<file path="config.mk">
export PLATFORM = sky130hd
export DESIGN_NAME = fofb_dsp_readout_sequencer_flat
export DESIGN_NICKNAME = d
export VERILOG_FILES = /design/src/rtl/fofb_dsp_readout_sequencer_if.sv /design/src/rtl/fofb_dsp_readout_sequencer.sv /design/src/flat_wrapper.sv
export SDC_FILE = /design/constraint.sdc
export NUM_CORES = 1
export LEC_CHECK = 0
export BUFFER_PORTS_ARGS = -buffer_cell sky130_fd_sc_hd__buf_2
export CAP_MARGIN = 20
export CORE_AREA = 2 2 178 180
export DETAILED_ROUTE_END_ITERATION = 8
export DIE_AREA = 0 0 180 182
export PLACE_DENSITY = 0.67
export SLEW_MARGIN = 20
export SYNTH_ARGS = -nofsm -noshare
export SYNTH_HDL_FRONTEND = slang
export SYNTH_SLANG_ARGS = --single-unit
</file>
<file path="constraint.sdc">
create_clock -name sysClk -period 6.5 [get_ports sysClk]
set_clock_uncertainty 0.05 [all_clocks]
set_input_delay 0.65 -clock sysClk [delete_from_list [all_inputs] [get_ports sysClk]]
set_output_delay 0.65 -clock sysClk [all_outputs]
set_load 0.02 [all_outputs]
</file>
<file path="src/rtl/fofb_dsp_readout_sequencer_if.sv">
// AXI-Stream bundle carrying gathered BPM readouts to the FOFB correction DSP.
interface fofb_dsp_readout_sequencer_if #(
  parameter int INDEX_WIDTH = 9
);
  logic                 TVALID;
  logic                 TREADY;
  logic [95:0]          TDATA;
  logic [INDEX_WIDTH:0] TUSER;
  logic                 TLAST;

  modport master (output TVALID, TDATA, TUSER, TLAST, input TREADY);
  modport slave  (input TVALID, TDATA, TUSER, TLAST, output TREADY);
endinterface

</file>
<file path="src/rtl/fofb_dsp_readout_sequencer.sv">
// Per-FA-frame sweep of the gather-stage readout address, streaming merged
// X/Y/S per BPM slot through a 2-entry skid FIFO onto AXI-Stream.
module fofb_dsp_readout_sequencer #(
  parameter int FOFB_INDEX_WIDTH = 9,
  parameter int BPM_COUNT_WIDTH  = FOFB_INDEX_WIDTH + 1,
  parameter int STAT_WIDTH       = 16
) (
  input  logic                        sysClk,
  input  logic                        sysResetN,
  input  logic                        FAstrobe,
  input  logic                        readoutValid,
  input  logic                        sysTimeoutStrobe,
  input  logic                        fofbEnabled,
  input  logic [BPM_COUNT_WIDTH-1:0]  bpmCount,
  output logic [FOFB_INDEX_WIDTH-1:0] fofbDSPreadoutAddress,
  input  logic [31:0]                 fofbDSPreadoutX,
  input  logic [31:0]                 fofbDSPreadoutY,
  input  logic [31:0]                 fofbDSPreadoutS,
  fofb_dsp_readout_sequencer_if.master M_AXIS,
  output logic                        busy,
  output logic [STAT_WIDTH-1:0]       sweepCount,
  output logic [STAT_WIDTH-1:0]       timeoutCount,
  output logic [STAT_WIDTH-1:0]       overrunCount
);

  typedef enum logic [1:0] {IDLE, WAIT_VALID, SWEEP, PARK} state_t;

  state_t                      state, stateNext;
  logic [BPM_COUNT_WIDTH-1:0]  nReg, nextIdx;
  logic                        enTag;
  logic                        flightValid, flightLast;
  logic [FOFB_INDEX_WIDTH-1:0] flightIdx;
  logic [95:0]                 fifoData [2];
  logic [FOFB_INDEX_WIDTH-1:0] fifoIdx  [2];
  logic                        fifoLast [2];
  logic                        wrPtr, rdPtr;
  logic [1:0]                  fifoCount, occAfterPop;
  logic                        pop, issue, issueLast, sweepDone;

  function automatic logic [STAT_WIDTH-1:0] satInc(input logic [STAT_WIDTH-1:0] v);
    return (v == '1) ? v : v + STAT_WIDTH'(1);
  endfunction

  assign M_AXIS.TVALID = (fifoCount != 2'd0);
  assign M_AXIS.TDATA  = fifoData[rdPtr];
  assign M_AXIS.TUSER  = {enTag, fifoIdx[rdPtr]};
  assign M_AXIS.TLAST  = fifoLast[rdPtr];
  assign busy          = (state != IDLE);

  always_comb begin
    pop         = M_AXIS.TVALID && M_AXIS.TREADY;
    // Credit the beat leaving this cycle so one issue per cycle sustains full rate
    occAfterPop = fifoCount - 2'(pop);
    issue       = (state == SWEEP) && ((occAfterPop + 2'(flightValid)) < 2'd2);
    issueLast   = (nextIdx == nReg - BPM_COUNT_WIDTH'(1));
    sweepDone   = (state == PARK) && pop && fifoLast[rdPtr];
  end

  always_comb begin
    stateNext = state;
    unique case (state)
      IDLE:       if (FAstrobe && bpmCount != '0) stateNext = WAIT_VALID;
      WAIT_VALID: if (readoutValid)               stateNext = SWEEP;
                  else if (sysTimeoutStrobe)      stateNext = IDLE;
      SWEEP:      if (issue && issueLast)         stateNext = PARK;
      PARK:       if (sweepDone)                  stateNext = IDLE;
      default:                                    stateNext = IDLE;
    endcase
  end

  always_ff @(posedge sysClk or negedge sysResetN) begin
    if (!sysResetN) state <= IDLE;
    else            state <= stateNext;
  end

  always_ff @(posedge sysClk or negedge sysResetN) begin
    if (!sysResetN) begin
      nReg                  <= '0;
      nextIdx               <= '0;
      enTag                 <= 1'b0;
      fofbDSPreadoutAddress <= '0;
      flightValid           <= 1'b0;
      flightIdx             <= '0;
      flightLast            <= 1'b0;
      for (int unsigned i = 0; i < 2; i++) begin
        fifoData[i] <= '0;
        fifoIdx[i]  <= '0;
        fifoLast[i] <= 1'b0;
      end
      wrPtr        <= 1'b0;
      rdPtr        <= 1'b0;
      fifoCount    <= '0;
      sweepCount   <= '0;
      timeoutCount <= '0;
      overrunCount <= '0;
    end else begin
      if (state == IDLE && FAstrobe) nReg <= bpmCount;
      if (state == WAIT_VALID && readoutValid) begin
        enTag   <= fofbEnabled;
        nextIdx <= '0;
      end

      // Address moves only on an issue or park: every change commits a slot downstream
      flightValid <= issue;
      if (issue) begin
        fofbDSPreadoutAddress <= nextIdx[FOFB_INDEX_WIDTH-1:0];
        flightIdx             <= nextIdx[FOFB_INDEX_WIDTH-1:0];
        flightLast            <= issueLast;
        nextIdx               <= nextIdx + BPM_COUNT_WIDTH'(1);
      end else if (state == PARK) begin
        fofbDSPreadoutAddress <= nReg[FOFB_INDEX_WIDTH-1:0];
      end

      if (flightValid) begin
        fifoData[wrPtr] <= {fofbDSPreadoutS, fofbDSPreadoutY, fofbDSPreadoutX};
        fifoIdx[wrPtr]  <= flightIdx;
        fifoLast[wrPtr] <= flightLast;
        wrPtr           <= ~wrPtr;
      end
      if (pop) rdPtr <= ~rdPtr;
      fifoCount <= fifoCount + 2'(flightValid) - 2'(pop);

      if (sweepDone) sweepCount <= satInc(sweepCount);
      if (state == WAIT_VALID && !readoutValid && sysTimeoutStrobe)
        timeoutCount <= satInc(timeoutCount);
      if (state != IDLE && FAstrobe) overrunCount <= satInc(overrunCount);
    end
  end

endmodule

</file>
<file path="src/flat_wrapper.sv">
// flat-port wrapper written by rule: the top's interface ports become plain ports
module fofb_dsp_readout_sequencer_flat 
#(
  parameter int FOFB_INDEX_WIDTH = 9,
  parameter int BPM_COUNT_WIDTH  = FOFB_INDEX_WIDTH + 1,
  parameter int STAT_WIDTH       = 16
)
  (sysClk, sysResetN, FAstrobe, readoutValid, sysTimeoutStrobe, fofbEnabled, bpmCount, fofbDSPreadoutAddress, fofbDSPreadoutX, fofbDSPreadoutY, fofbDSPreadoutS, busy, sweepCount, timeoutCount, overrunCount, M_AXIS_TVALID, M_AXIS_TDATA, M_AXIS_TUSER, M_AXIS_TLAST, M_AXIS_TREADY);
  fofb_dsp_readout_sequencer_if #(.INDEX_WIDTH((9))) M_AXIS_i ();
  input  logic sysClk;
  input  logic sysResetN;
  input  logic FAstrobe;
  input  logic readoutValid;
  input  logic sysTimeoutStrobe;
  input  logic fofbEnabled;
  input  logic [BPM_COUNT_WIDTH-1:0] bpmCount;
  output logic [FOFB_INDEX_WIDTH-1:0] fofbDSPreadoutAddress;
  input  logic [31:0] fofbDSPreadoutX;
  input  logic [31:0] fofbDSPreadoutY;
  input  logic [31:0] fofbDSPreadoutS;
  output logic busy;
  output logic [STAT_WIDTH-1:0] sweepCount;
  output logic [STAT_WIDTH-1:0] timeoutCount;
  output logic [STAT_WIDTH-1:0] overrunCount;
  output wire logic [$bits(M_AXIS_i.TVALID)-1:0] M_AXIS_TVALID;
  output wire logic [$bits(M_AXIS_i.TDATA)-1:0] M_AXIS_TDATA;
  output wire logic [$bits(M_AXIS_i.TUSER)-1:0] M_AXIS_TUSER;
  output wire logic [$bits(M_AXIS_i.TLAST)-1:0] M_AXIS_TLAST;
  input wire logic [$bits(M_AXIS_i.TREADY)-1:0] M_AXIS_TREADY;
  assign M_AXIS_TVALID = M_AXIS_i.TVALID;
  assign M_AXIS_TDATA = M_AXIS_i.TDATA;
  assign M_AXIS_TUSER = M_AXIS_i.TUSER;
  assign M_AXIS_TLAST = M_AXIS_i.TLAST;
  assign M_AXIS_i.TREADY = M_AXIS_TREADY;
  fofb_dsp_readout_sequencer #(.FOFB_INDEX_WIDTH(FOFB_INDEX_WIDTH), .BPM_COUNT_WIDTH(BPM_COUNT_WIDTH), .STAT_WIDTH(STAT_WIDTH)) u_core (.sysClk(sysClk), .sysResetN(sysResetN), .FAstrobe(FAstrobe), .readoutValid(readoutValid), .sysTimeoutStrobe(sysTimeoutStrobe), .fofbEnabled(fofbEnabled), .bpmCount(bpmCount), .fofbDSPreadoutAddress(fofbDSPreadoutAddress), .fofbDSPreadoutX(fofbDSPreadoutX), .fofbDSPreadoutY(fofbDSPreadoutY), .fofbDSPreadoutS(fofbDSPreadoutS), .M_AXIS(M_AXIS_i), .busy(busy), .sweepCount(sweepCount), .timeoutCount(timeoutCount), .overrunCount(overrunCount));
endmodule
</file>
Yosys cells after proc, flatten, opt, wreduce, memory -nomap -nowiden
Cells that the tools add are included.

word-level totals
  output and inout bits = 166
  input bits = 113
  flip-flop bits (word level) = 307

operators by class
  equal/unequal tests = 11
  reduce and logical (&&, ||, !) cells = 23
  muxes and demuxes = 28
  order comparisons = 4
  bitwise logic cells = 7
  $add $sub $neg = 9

operators with widths
  operator                                                  number
  two-way mux 96 bit                                        4
  bitwise mux 192 bit                                       1
  demux 96 bit (select 1 bit)                               1
  two-way mux 9 bit                                         6
  adder 16 x 1 -> 16 bit, second input constant             3
  equality test 16 bit, second input constant               3
  two-way mux 10 bit                                        2
  bitwise mux 18 bit                                        1
  logical AND 1 bit                                         12
  adder 10 x 1 -> 10 bit, second input constant             1
  equality test 10 bit                                      1
  two-way mux 2 bit                                         5
  nonzero test 10 bit                                       1
  subtractor 10 x 1 -> 10 bit, second input constant        1
  demux 9 bit (select 1 bit)                                1
  one-hot mux 2 bit (4 select lines)                        1
  nonzero test 2 bit                                        4
  AND reduction 2 bit                                       3
  inverter 1 bit                                            5
  adder 2 x 1 -> 2 bit                                      2
  equality test 2 bit, second input constant                2
  greater-or-equal comparator 2 bit, second input constant  2
  two-way mux 1 bit                                         4
  inequality test 2 x 1 -> 1 bit, second input constant     2
  12 further kinds                                          14

Logic depth before layout (Yosys ltp)
Gate-level depths: netlist of the first run.

  depth after elaboration = 9
  mapped depth = 10
  depth with buffers taken out = 10

Worst setup path after synthesis of the first run
Ideal clock, no wire load.

  path kind = input to register
  from = input M_AXIS_TREADY
  to = register u_core.nextIdx[9]
  stages on the path = 10
  data arrival time = 2321 ps
  path buffers = 0
  path slack = 4002 ps
  cell sequence = o21a_1 -> ha_1 -> inv_1 -> ha_1 -> xor3_1 -> or3b_4 -> clkinv_4 -> nand4_4 -> o211ai_2 -> o31ai_2

between the ends
  cells in the longest elaborated chain, start to end = 6

RTL lines
  what                                                      line                               RTL
  from (decl)                                               flat_wrapper.sv:29                 input wire logic [$bits(M_AXIS_i.TREADY)-1:0] M_AXIS_TREADY;
  logical AND 1 bit (*)                                     fofb_dsp_readout_sequencer.sv:51   pop = M_AXIS.TVALID && M_AXIS.TREADY;
  subtractor 2 x 1 -> 2 bit (*)                             fofb_dsp_readout_sequencer.sv:53   occAfterPop = fifoCount - 2'(pop);
  adder 2 x 1 -> 2 bit (*)                                  fofb_dsp_readout_sequencer.sv:54   issue = (state == SWEEP) && ((occAfterPop + 2'(flightValid)) < 2'd2);
  < comparator 2 bit (*)                                    fofb_dsp_readout_sequencer.sv:54
  logical AND 1 bit (*)                                     fofb_dsp_readout_sequencer.sv:54
  two-way mux 10 bit or nonzero test 2 bit (tied branches)  --
  to (signal assigned)                                      fofb_dsp_readout_sequencer.sv:109  nextIdx <= nextIdx + BPM_COUNT_WIDTH'(1);
  to (decl)                                                 fofb_dsp_readout_sequencer.sv:29   logic [BPM_COUNT_WIDTH-1:0] nReg, nextIdx;

Every way passes the cells marked *; elsewhere a longest branch is shown, timed or not.
A chain may end at the register's enable or synchronous reset.

Worst setup path in the final report of the first run
  from = register u_core.rdPtr
  to = output M_AXIS_TDATA[14]

between the ends
  cells in the longest elaborated chain, start to end = 4

RTL lines
  what                                                   line                               RTL
  from (decl)                                            fofb_dsp_readout_sequencer.sv:36   logic wrPtr, rdPtr;
  from (signal assigned)                                 fofb_dsp_readout_sequencer.sv:120  if (pop) rdPtr <= ~rdPtr;
  inverter 1 -> 2 bit (implied by the code)              fofb_dsp_readout_sequencer.sv:45   assign M_AXIS.TDATA = fifoData[rdPtr];
  two-way mux 96 bit (implied by the code) (3 in a row)  fofb_dsp_readout_sequencer.sv:45
  to (decl)                                              flat_wrapper.sv:26                 output wire logic [$bits(M_AXIS_i.TDATA)-1:0] M_AXIS_TDATA;

Every way passes these cells. The select of a mux whose other input is x is not followed.

==> results.cfg, run 1 <==
[status]
status = complete, no violations

[power]
peakVddDrop_uv = 242
p_leak_uw = 0.00784
powerDensity_nw_per_um2 = 537

[synthesis]
avgSynthCellArea_sq_um = 13.4
synth_edf_count = 0
yosys_warnings = 0
ys_async_sr_fraction = 1.00
ys_ff_latch = 307
ys.flop_type = dfrtp_1
synth_xor_xnor_area_share = 0.0371
synth_area_sq_um = 13600
muxShareOfSynthArea = 0.272
ys_seq_area_frac = 0.564
synth.distinct_cells = 56
synth_nets = 1136
yosys.area_share.adder = 0.00642
syn_inst = 1016
synth-compound-area-share = 0.0254
synthSimpleGateAreaFrac = 0.0766
synth_top_family_by_area = multiplexers

[die]
die_x_um = 180
core_area_sq_um = 31000
rows = 65
start_util = 0.440
die-area_sq_um = 32800
ioPinCount = 279
die_y_um = 182

[cts]
clk_latency_ns = 0.51
clk_pin_slew_ns = 0.05
htree_levels = 2
clockBufferDepth = 3
cts_root_buf = clkbuf_16
clkSinkCount = 307
numCtsBuffers = 35
cts_tree = yes

[critical_path]
worstSetupPathType = reg -> out
reg2reg_from = u_core.fifoCount[1]
cp_cell_sequence = buf_4, mux2_2, buf_2
cp_slowest_stage_delay_ns = 0.97
critPathCaptureType = output pin
critPathBufInv = 2
cp_slowest_cell = dfrtp_4
required_ns = 5.80
crit_family = flip-flops
crit_fanout = 55
cp-start-kind = flip-flop
arrival_ns = 2.75
crit_start = u_core.rdPtr

[sta]
max_slew_margin = 0.434
rsz0062_at_grt = no
tns_ns = 0
worstMarginPinSlew_ns = 0.850
setup-violations-final = 0
post-route-period-util = 0.530
hold_viol_final = 0
finalCriticalPeriod_ns = 3.45
fin_ws_ns = 3.05
max_freq_mhz = 290
slew_viol_final = 0

[global_routing]
busiest_layer = met2
grt_max_degree = 183
grt_overflow = 0
grt_pass1_wl_um = 48400
use_met2 = 0.285
use_met1 = 0.245
met3_usage = 0.0405
grt_pass1_vias = 9203
grt_use_total = 0.180
antenna_found_initial = 3

[route]
wl_per_cell_um = 17.3
drtIter0Drc = 342
drc_errors = 0
viasPerCell = 5.21
dr.pass1.iters = 4
routed_wl_um = 29800
num_vias = 8945
ant_nets = 0

[placed_design]
place_congestion = 0.832
io_buffers = 278
dp_slack_ns = 3.54
dp_hpwl_um = 19800

[cells_and_area]
area_growth_pct = 22.2
layout_commonest_cell = mux2_2
drive_gt1_frac = 0.521
nNetsFinal = 1412
fillers = 2692
final_cell_mix = 329 x mux2_2, 306 x dfrtp_1, 277 x buf_2, 81 x nand2_1, 37 x clkbuf_16

[worst_hold_path]
hold_path.startpoint = fofbEnabled
hp-class = in -> reg

[job]
cap_violations = 0
metal layers:
metal  share of wire  vias to the layer above  wire, um
met5         0.00074                        -        22
met4           0.029                        4       860
met3           0.055                       65      1630
met2            0.46                      258     13800
met1            0.45                     4448     13500
li1                -                     4170         -
cells by family (layout without fill, tap and decap cells):
logic type / after synthesis / after routing
flip-flops: 307 / 307
XOR/XNOR: 56 / 56
other: 0 / 1
buffers and inverters: 58 / 357
AND/OR/NAND/NOR: 207 / 207
adder cells (fa/ha/maj): 7 / 7
multiplexers: 329 / 329
AO/OA/AOI/OAI: 52 / 52
metrics by stage:
step / area (sq um) / utilization / total power, uW / instances / hold slack (ns)
final: 16700 / 0.538 / 8950 / 1718 / 0.331
after CTS: 16600 / 0.536 / 9050 / 1714 / 0.202
after detailed placement: 15400 / 0.497 / 6950 / 1654 / 0.424
after global routing: 16700 / 0.538 / 9480 / 1718 / 0.323
after floorplan: 13600 / - / 5890 / 1016 / 0.304
after global placement: 15400 / 0.497 / 6870 / 1654 / 0.419
power breakdown:
| part | total (uW) | internal, uW | switching (uW) |
|---|---|---|---|
| Clock | 2050 | 1280 | 761 |
| Sequential | 3250 | 2690 | 559 |
| Combinational | 3650 | 1780 | 1870 |
| Total | 8950 | 5750 | 3190 |
what timing repair did:
| item | in CTS | in global routing |
|---|---|---|
| hold buffers | 0 | 1 |
| buffers inserted | 0 | 0 |
| endpoints found under the hold margin | 0 | 32 |
| gates resized for setup | 0 | 0 |
registers in the layout (all words and copies together) (netlist names), 10 cells and up, named ones only:
register,cells
u_core.fifoIdx,18
u_core.fifoData,192
u_core.sweepCount,16
u_core.timeoutCount,16
u_core.nReg,10
u_core.nextIdx,10
u_core.overrunCount,16
cells in the mapped netlist (2+ instances only):
| cell | instances | share of area |
|---|---|---|
| or2_2 | 3 | 0.0014 |
| o31ai_1 | 2 | 0.0011 |
| ha_1 | 7 | 0.0064 |
| xor2_1 | 33 | 0.021 |
| or4_1 | 2 | 0.0011 |
| o21ai_0 | 11 | 0.0040 |
| nor2_1 | 21 | 0.0058 |
| xnor2_1 | 22 | 0.014 |
| nor4_1 | 5 | 0.0023 |
| nor2b_1 | 3 | 0.0014 |
| and2_1 | 5 | 0.0023 |
| and4_1 | 8 | 0.0051 |
| inv_1 | 10 | 0.0028 |
| or3_1 | 4 | 0.0018 |
| clkbuf_1 | 20 | 0.0055 |
| o21ai_1 | 12 | 0.0044 |
| a21oi_1 | 5 | 0.0018 |
| o21a_1 | 3 | 0.0017 |
| o211ai_1 | 5 | 0.0028 |
| nand4_1 | 13 | 0.0060 |
| buf_4 | 3 | 0.0017 |
| buf_2 | 16 | 0.0059 |
| nand3_1 | 23 | 0.0084 |
| dfrtp_1 | 307 | 0.56 |
| nor3_1 | 18 | 0.0066 |
| and3_1 | 8 | 0.0037 |
| nand2_1 | 82 | 0.023 |
| mux2_2 | 329 | 0.27 |
| buf_1 | 7 | 0.0019 |
| a31oi_1 | 3 | 0.0014 |
worst paths after layout:
path                                                    to  slack [ns]  cells past startpoint
max                                       M_AXIS_TDATA[14]        3.05                      3
min                                           u_core.enTag        0.33                      2
max reg2reg                u_core.fofbDSPreadoutAddress[3]        3.84                     10
min reg2reg                         u_core.timeoutCount[5]        0.43                      1
max in group asynchronous              u_core.fifoData[40]        4.54                      4
min in group asynchronous           u_core.overrunCount[7]        0.54                      2
area by class of cell:
| class | count | area [sq um] | share of cell area |
|---|---|---|---|
| clock inverters | 8 | 143 | 0.00856 |
| clock buffers | 52 | 1060 | 0.0637 |
| repair buffers | 286 | 1520 | 0.0910 |
| multi-input cells | 651 | 5700 | 0.342 |
| inverters | 11 | 46.3 | 0.00278 |
| well taps | 402 | 503 | 0.0302 |
| flip-flops and latches | 307 | 7690 | 0.461 |
| diodes | 1 | 2.50 | 0.000150 |
Note: power is estimated with default switching activity, not from simulation.
==> run 2, diff against run 1 <==
==> constraint.sdc (replaced) <==
create_clock -name sysClk -period 3.5 [get_ports sysClk]
set_clock_uncertainty 0.05 [all_clocks]
set_input_delay 0.35 -clock sysClk [delete_from_list [all_inputs] [get_ports sysClk]]
set_output_delay 0.35 -clock sysClk [all_outputs]
set_load 0.02 [all_outputs]
==> run 2 against run 1 <==
Effect of this change: clock-buffer cell count shrank 3; non-clock buffer count rose by 7; flip-flop and latch count is the same; die area is the same; worst setup slack got worse by 2.2 ns; first-iteration DRC count grew 3.5%; via count fell by 1.2%; critical path depth up 7; final cell count rose by 0.47%; worst hold slack got worse by 0.30 ns; critical path type is now reg -> reg.
==> results.cfg, run 2 (synthesis results as in run 1) <==
[cts]
cts_tree = yes
clk_latency_ns = 0.50
clkSinkCount = 307
htree_levels = 2
postCtsSetupBuffers = 0
cts_root_buf = clkbuf_16
clockBufferDepth = 3
cts_resized = 0
postCtsHoldBufs = 1
clk_pin_slew_ns = 0.06
numCtsBuffers = 35

[cells_and_area]
largest_register = u_core.fifoData
drive_gt1_frac = 0.528
nNetsFinal = 1419
final_cell_mix = 329 x mux2_2, 306 x dfrtp_1, 277 x buf_2, 81 x nand2_1, 35 x clkbuf_16
reg_top3 = u_core.fifoData: 192 flops, u_core.fifoIdx: 18 flops
n_antenna_cell = 0
fin_area_sq_um = 16700
largest_reg_flops = 192
fillers = 2683
area_growth_pct = 22.5
layout_commonest_cell = mux2_2

[power]
p_leak_uw = 0.00788
powerDensity_nw_per_um2 = 990
comb_power_share = 0.426
netSwitchingFraction = 0.360
switching_power_uw = 5950
peakVddDrop_uv = 476
seqPwrFrac = 0.353
pwr-share-clk = 0.222
p_int_uw = 10600

[placed_design]
dp_hpwl_um = 20000
placed_area_sq_um = 15500
place_congestion = 0.831
io_buffers = 278

[die]
start_util = 0.440
die-area_sq_um = 32800
die_x_um = 180
rows = 65
die_y_um = 182
ioPinCount = 279
core_area_sq_um = 31000

[global_routing]
antenna_found_initial = 2
grt_overflow = 0
met3_usage = 0.0385
use_met2 = 0.300
grt_pass1_wl_um = 48600
busiest_layer = met2
grt_pass1_vias = 9354
grt_max_degree = 100
use_met1 = 0.245
grt_use_total = 0.180

[sta]
rsz0062_at_grt = no
tns_ns = 0
finalCriticalPeriod_ns = 2.68
post-route-period-util = 0.766
setup-violations-final = 0
max_freq_mhz = 373
slew_viol_final = 0
hold_viol_final = 0
max_slew_margin = 0.436
worstMarginPinSlew_ns = 0.843

[critical_path]
worstSetupPathType = reg -> reg
crit_top_cell = ha_1
cp_slowest_stage_delay_ns = 0.44
cp-start-kind = flip-flop
cp_cell_sequence = o21a_1, ha_1, inv_1, ha_1, xor3_1, or3b_4, clkinv_4, nor2_2, nand2_1, o211ai_1
critPathCaptureType = flip-flop
required_ns = 3.87
crit_fanout = 20
cp_slowest_cell = nor2_2
reg2reg_slack_ns = 0.82
arrival_ns = 3.05

[route]
dr.pass1.iters = 4
drc_errors = 0
num_vias = 8835
drtIter0Drc = 354
routed_wl_um = 29700
ant_nets = 0
viasPerCell = 5.12
wl_per_cell_um = 17.2

[job]
cap_violations = 0

[worst_hold_path]
hp-class = in -> reg

[status]
status = complete, no violations
-- run 2: changes by cell type in the layout (fill, tap and decap cells not counted), sizes merged --
cell	before	now
buf	285	292
bufinv	4	2
clkbuf	52	49
clkinv	4	8
diode	1	0
inv	10	13
-- run 2: stage by stage --
stage	total power [uW]	instances	hold WS, ns	setup WS (ns)	util
final	16500	1726	0.0293	0.819	0.539
after global routing	17500	1726	0.0205	0.584	0.539
after CTS	16800	1726	0.00391	0.759	0.539
after detailed placement	13000	1663	0.413	0.788	0.501
after global placement	12800	1663	0.410	0.876	0.501
after floorplan	10900	1016	0.00441	1.19	-
-- run 2: layout make-up --
type / count / area, sq um / share of cell area
clock inverter: 13 / 129 / 0.00772
timing repair buffer: 293 / 1580 / 0.0946
clock buffer: 49 / 1050 / 0.0628
sequential: 307 / 7690 / 0.460
multi-input combinational: 651 / 5700 / 0.342
tap: 402 / 503 / 0.0301
inverter: 11 / 46.3 / 0.00277
-- run 2: worst max-delay path, delay by kind of cell, from the launching register on --
family	cells	cell delay (ns)
compound gates	2	0.34
simple gates	3	0.86
flops	1	0.39
fa+ha+maj	2	0.45
buf+inv	2	0.27
xor+xnor	1	0.22
-- run 2: power by group through the flow --
stage	registers [uW]	clock network, uW	logic (uW)
2_1_floorplan	5690	0	5260
3_3_place_gp	5800	0	7020
3_5_place_dp	5880	0	7120
4_1_cts	5830	3780	7170
5_1_grt	6010	3920	7590
6_report	5830	3660	7040
-- run 2: final timing paths --
path / startpoint / endpoint / cells after the start
worst max-delay path: u_core.fifoCount[1] / u_core.fofbDSPreadoutAddress[3] / 10
worst min-delay path: fofbEnabled / u_core.enTag / 2
worst max register to register: u_core.fifoCount[1] / u_core.fofbDSPreadoutAddress[3] / 10
worst min register to register: u_core.timeoutCount[15] / u_core.timeoutCount[15] / 1
max in group asynchronous: sysResetN / u_core.sweepCount[15] / 3
min in group asynchronous: sysResetN / u_core.overrunCount[8] / 2
-- run 2: metal layers --
layer / vias up / part of all wire
li1: 4184 / -
met5: - / 0.00088
met3: 28 / 0.050
met2: 204 / 0.49
met1: 4415 / 0.45
met4: 4 / 0.010
==> run 3, diff against run 2 <==
--- a/config.mk
+++ b/config.mk
@@ -5,11 +5,12 @@
 export SDC_FILE = /design/constraint.sdc
 export NUM_CORES = 1
 export LEC_CHECK = 0
+export ABC_AREA = 1
 export BUFFER_PORTS_ARGS = -buffer_cell sky130_fd_sc_hd__buf_2
 export CAP_MARGIN = 20
-export CORE_AREA = 2 2 178 180
+export CORE_AREA = 2 2 179 181
 export DETAILED_ROUTE_END_ITERATION = 8
-export DIE_AREA = 0 0 180 182
+export DIE_AREA = 0 0 181 183
 export PLACE_DENSITY = 0.67
 export SLEW_MARGIN = 20
 export SYNTH_ARGS = -nofsm -noshare
==> constraint.sdc (replaced) <==
create_clock -name sysClk -period 2.7 [get_ports sysClk]
set_clock_uncertainty 0.05 [all_clocks]
set_input_delay 0.27 -clock sysClk [delete_from_list [all_inputs] [get_ports sysClk]]
set_output_delay 0.27 -clock sysClk [all_outputs]
set_load 0.02 [all_outputs]
==> run 3 against run 2 <==
Effect of this change: core utilization increased by 3.7 points; final cell count rose by 45%; total power up 26%; register-to-register slack worse by 0.64 ns; synthesized cell count is 70% higher; worst setup slack got worse by 0.64 ns; worst hold slack got worse by 0.016 ns; critical path depth up 5; area after synthesis grew 2.1%; first-iteration DRC count rose to 2.9 times the previous value; via count rose by 38%; highest routed layer is now met4.
==> results.cfg, run 3 <==
[cells_and_area]
instances_no_fill = 2509
fillers = 2853
largest_reg_flops = 192
n_antenna_cell = 0
register_area_sq_um = 7690
nNetsFinal = 2203
largest_register = u_core.fifoData
final_cell_mix = 675 x nand2_1, 306 x dfrtp_1, 277 x buf_2, 239 x o21ai_0, 180 x inv_1
multi_input_area_sq_um = 5230
layout_commonest_cell = nand2_1
reg_top3 = u_core.fifoData: 192 flops, u_core.fifoIdx: 18 flops
drive_gt1_frac = 0.182
area_growth_pct = 29.2
final_core_util = 0.576

[synthesis]
yosys_warnings = 0
synthDominantCellAreaShare = 0.552
synth_nets = 1843
syn_inst = 1723
synth_area_leaders = dfrtp_1 55%, nand2_1 18%, o21ai_0 8.6%
synth_most_common_cell = nand2_1
avgSynthCellArea_sq_um = 8.08
synth_edf_count = 0
ys.flop_type = dfrtp_1
synth_area_sq_um = 13900
ys_seq_area_frac = 0.552
ys_ff_latch = 307
ys_async_sr_fraction = 1.00
synth_top_area_cell = dfrtp_1
synth.distinct_cells = 35
synth_common_cells = 676 x nand2_1, 307 x dfrtp_1, 239 x o21ai_0

[cts]
clockBufferDepth = 3
clk_pin_slew_ns = 0.06
clkSinkCount = 307
clk_latency_ns = 0.51
numCtsBuffers = 35
cts_tree = yes
htree_levels = 2
cts_root_buf = clkbuf_16

[critical_path]
required_ns = 3.04
critPathCaptureType = flip-flop
arrival_ns = 2.86
worstSetupPathType = reg -> reg
crit_fanout = 11
rr_worst_depth = 15
cp-start-kind = flip-flop
reg2reg_slack_ns = 0.18

[global_routing]
grt_max_degree = 106
antenna_found_initial = 0
grt_pass1_wl_um = 57800
grt_use_total = 0.210
grt_overflow = 0
grt_pass1_vias = 12057

[route]
wl_per_cell_um = 13.7
viasPerCell = 4.85
drc_errors = 0
num_vias = 12157
dr.pass1.iters = 5
ant_nets = 0
drtIter0Drc = 1029
routed_wl_um = 34500

[die]
core_area_sq_um = 31200
start_util = 0.446
die_x_um = 181
ioPinCount = 279
die-area_sq_um = 33100
die_y_um = 183
rows = 65

[sta]
post-route-period-util = 0.932
max_freq_mhz = 397
hold_viol_final = 0
slew_viol_final = 0
worstMarginPinSlew_ns = 0.673
max_slew_margin = 0.552
finalCriticalPeriod_ns = 2.52
setup-violations-final = 0

[power]
peakVddDrop_uv = 755
power.total_uw = 20800
p_leak_uw = 0.00977
powerDensity_nw_per_um2 = 1160

[job]
cap_violations = 0

[placed_design]
dp_hpwl_um = 22100
dp.cells = 2342
place_congestion = 0.859
io_buffers = 278

[status]
status = complete, no violations

[worst_hold_path]
hp-class = in -> reg
hold_depth = 3
## run 3: routing by layer
metal	GRT usage	vias to the layer above	wire [um]
li1	-	6077	-
met1	0.289	5632	15700
met2	0.343	376	15800
met3	0.0347	72	2000
met4	0.0702	0	1030
met5	0	-	0
## run 3: final timing paths
check	startpoint	end
max	u_core.fifoCount[1]	flip-flop
min	fofbDSPreadoutS[27]	u_core.fifoData[187]
max reg2reg	u_core.fifoCount[1]	flip-flop
min reg2reg	u_core.enTag	u_core.enTag
max in group asynchronous	sysResetN	u_core.fifoData[126]
min in group asynchronous	sysResetN	u_core.overrunCount[0]
## run 3: critical path: stages (launching register included)
cell and delay [ns]:
dfrtp_1 0.40, o21a_1 0.24, ha_1 0.29, inv_1 0.06, ha_1 0.16, inv_1 0.05
nand2_1 0.07, nand2_1 0.10, nor2_4 0.28, nand3_1 0.12, nor2_1 0.15, nand3_1 0.15
nand2_1 0.11, nand3_1 0.07, nand2_1 0.06, nand2_1 0.05
## run 3: cells by family (layout without fill, tap and decap cells)
group,count (synthesis),in the layout,share of synthesized area
and+or+nand+nor,832,832,0.240
DFF,307,307,0.552
buffers and inverters,265,649,0.0740
AOI/OAI and AO/OA,261,261,0.0958
xor gates and xnor gates,50,50,0.0315
adders and majority gates,7,7,0.00629
muxes,1,1,0.000719
## run 3: layout make-up
type / count / share of cell area
flip-flops and latches: 307 / 0.427
repair buffers: 404 / 0.151
clock inverters: 11 / 0.00619
inverters: 184 / 0.0387
clock buffers: 50 / 0.0586
well taps: 402 / 0.0280
multi-input cells: 1151 / 0.290
## run 3: repair_timing
item / in CTS / in global routing
hold buffers: 101 / 0
endpoints found under the setup margin: 0 / 16
setup buffers: 0 / 5
endpoints found under the hold margin: 241 / 0
resized for setup: 0 / 2
## run 3: power by group
group          switching (uW)  internal (uW)
Combinational            5720           2850
Sequential               1090           6420
Clock                    1850           2900
## run 3: metrics by stage
stage	hold slack, ns	TNS, ns	area (sq um)	worst slack, ns
final	0.0130	0	18000	0.183
after global routing	0.0155	-0.00680	18000	-0.00680
after CTS	0.000863	0	17900	0.0619
after detailed placement	0.263	0	15800	0.0823
after global placement	0.249	0	15800	0.202
after floorplan	-0.0756	0	13900	0.654
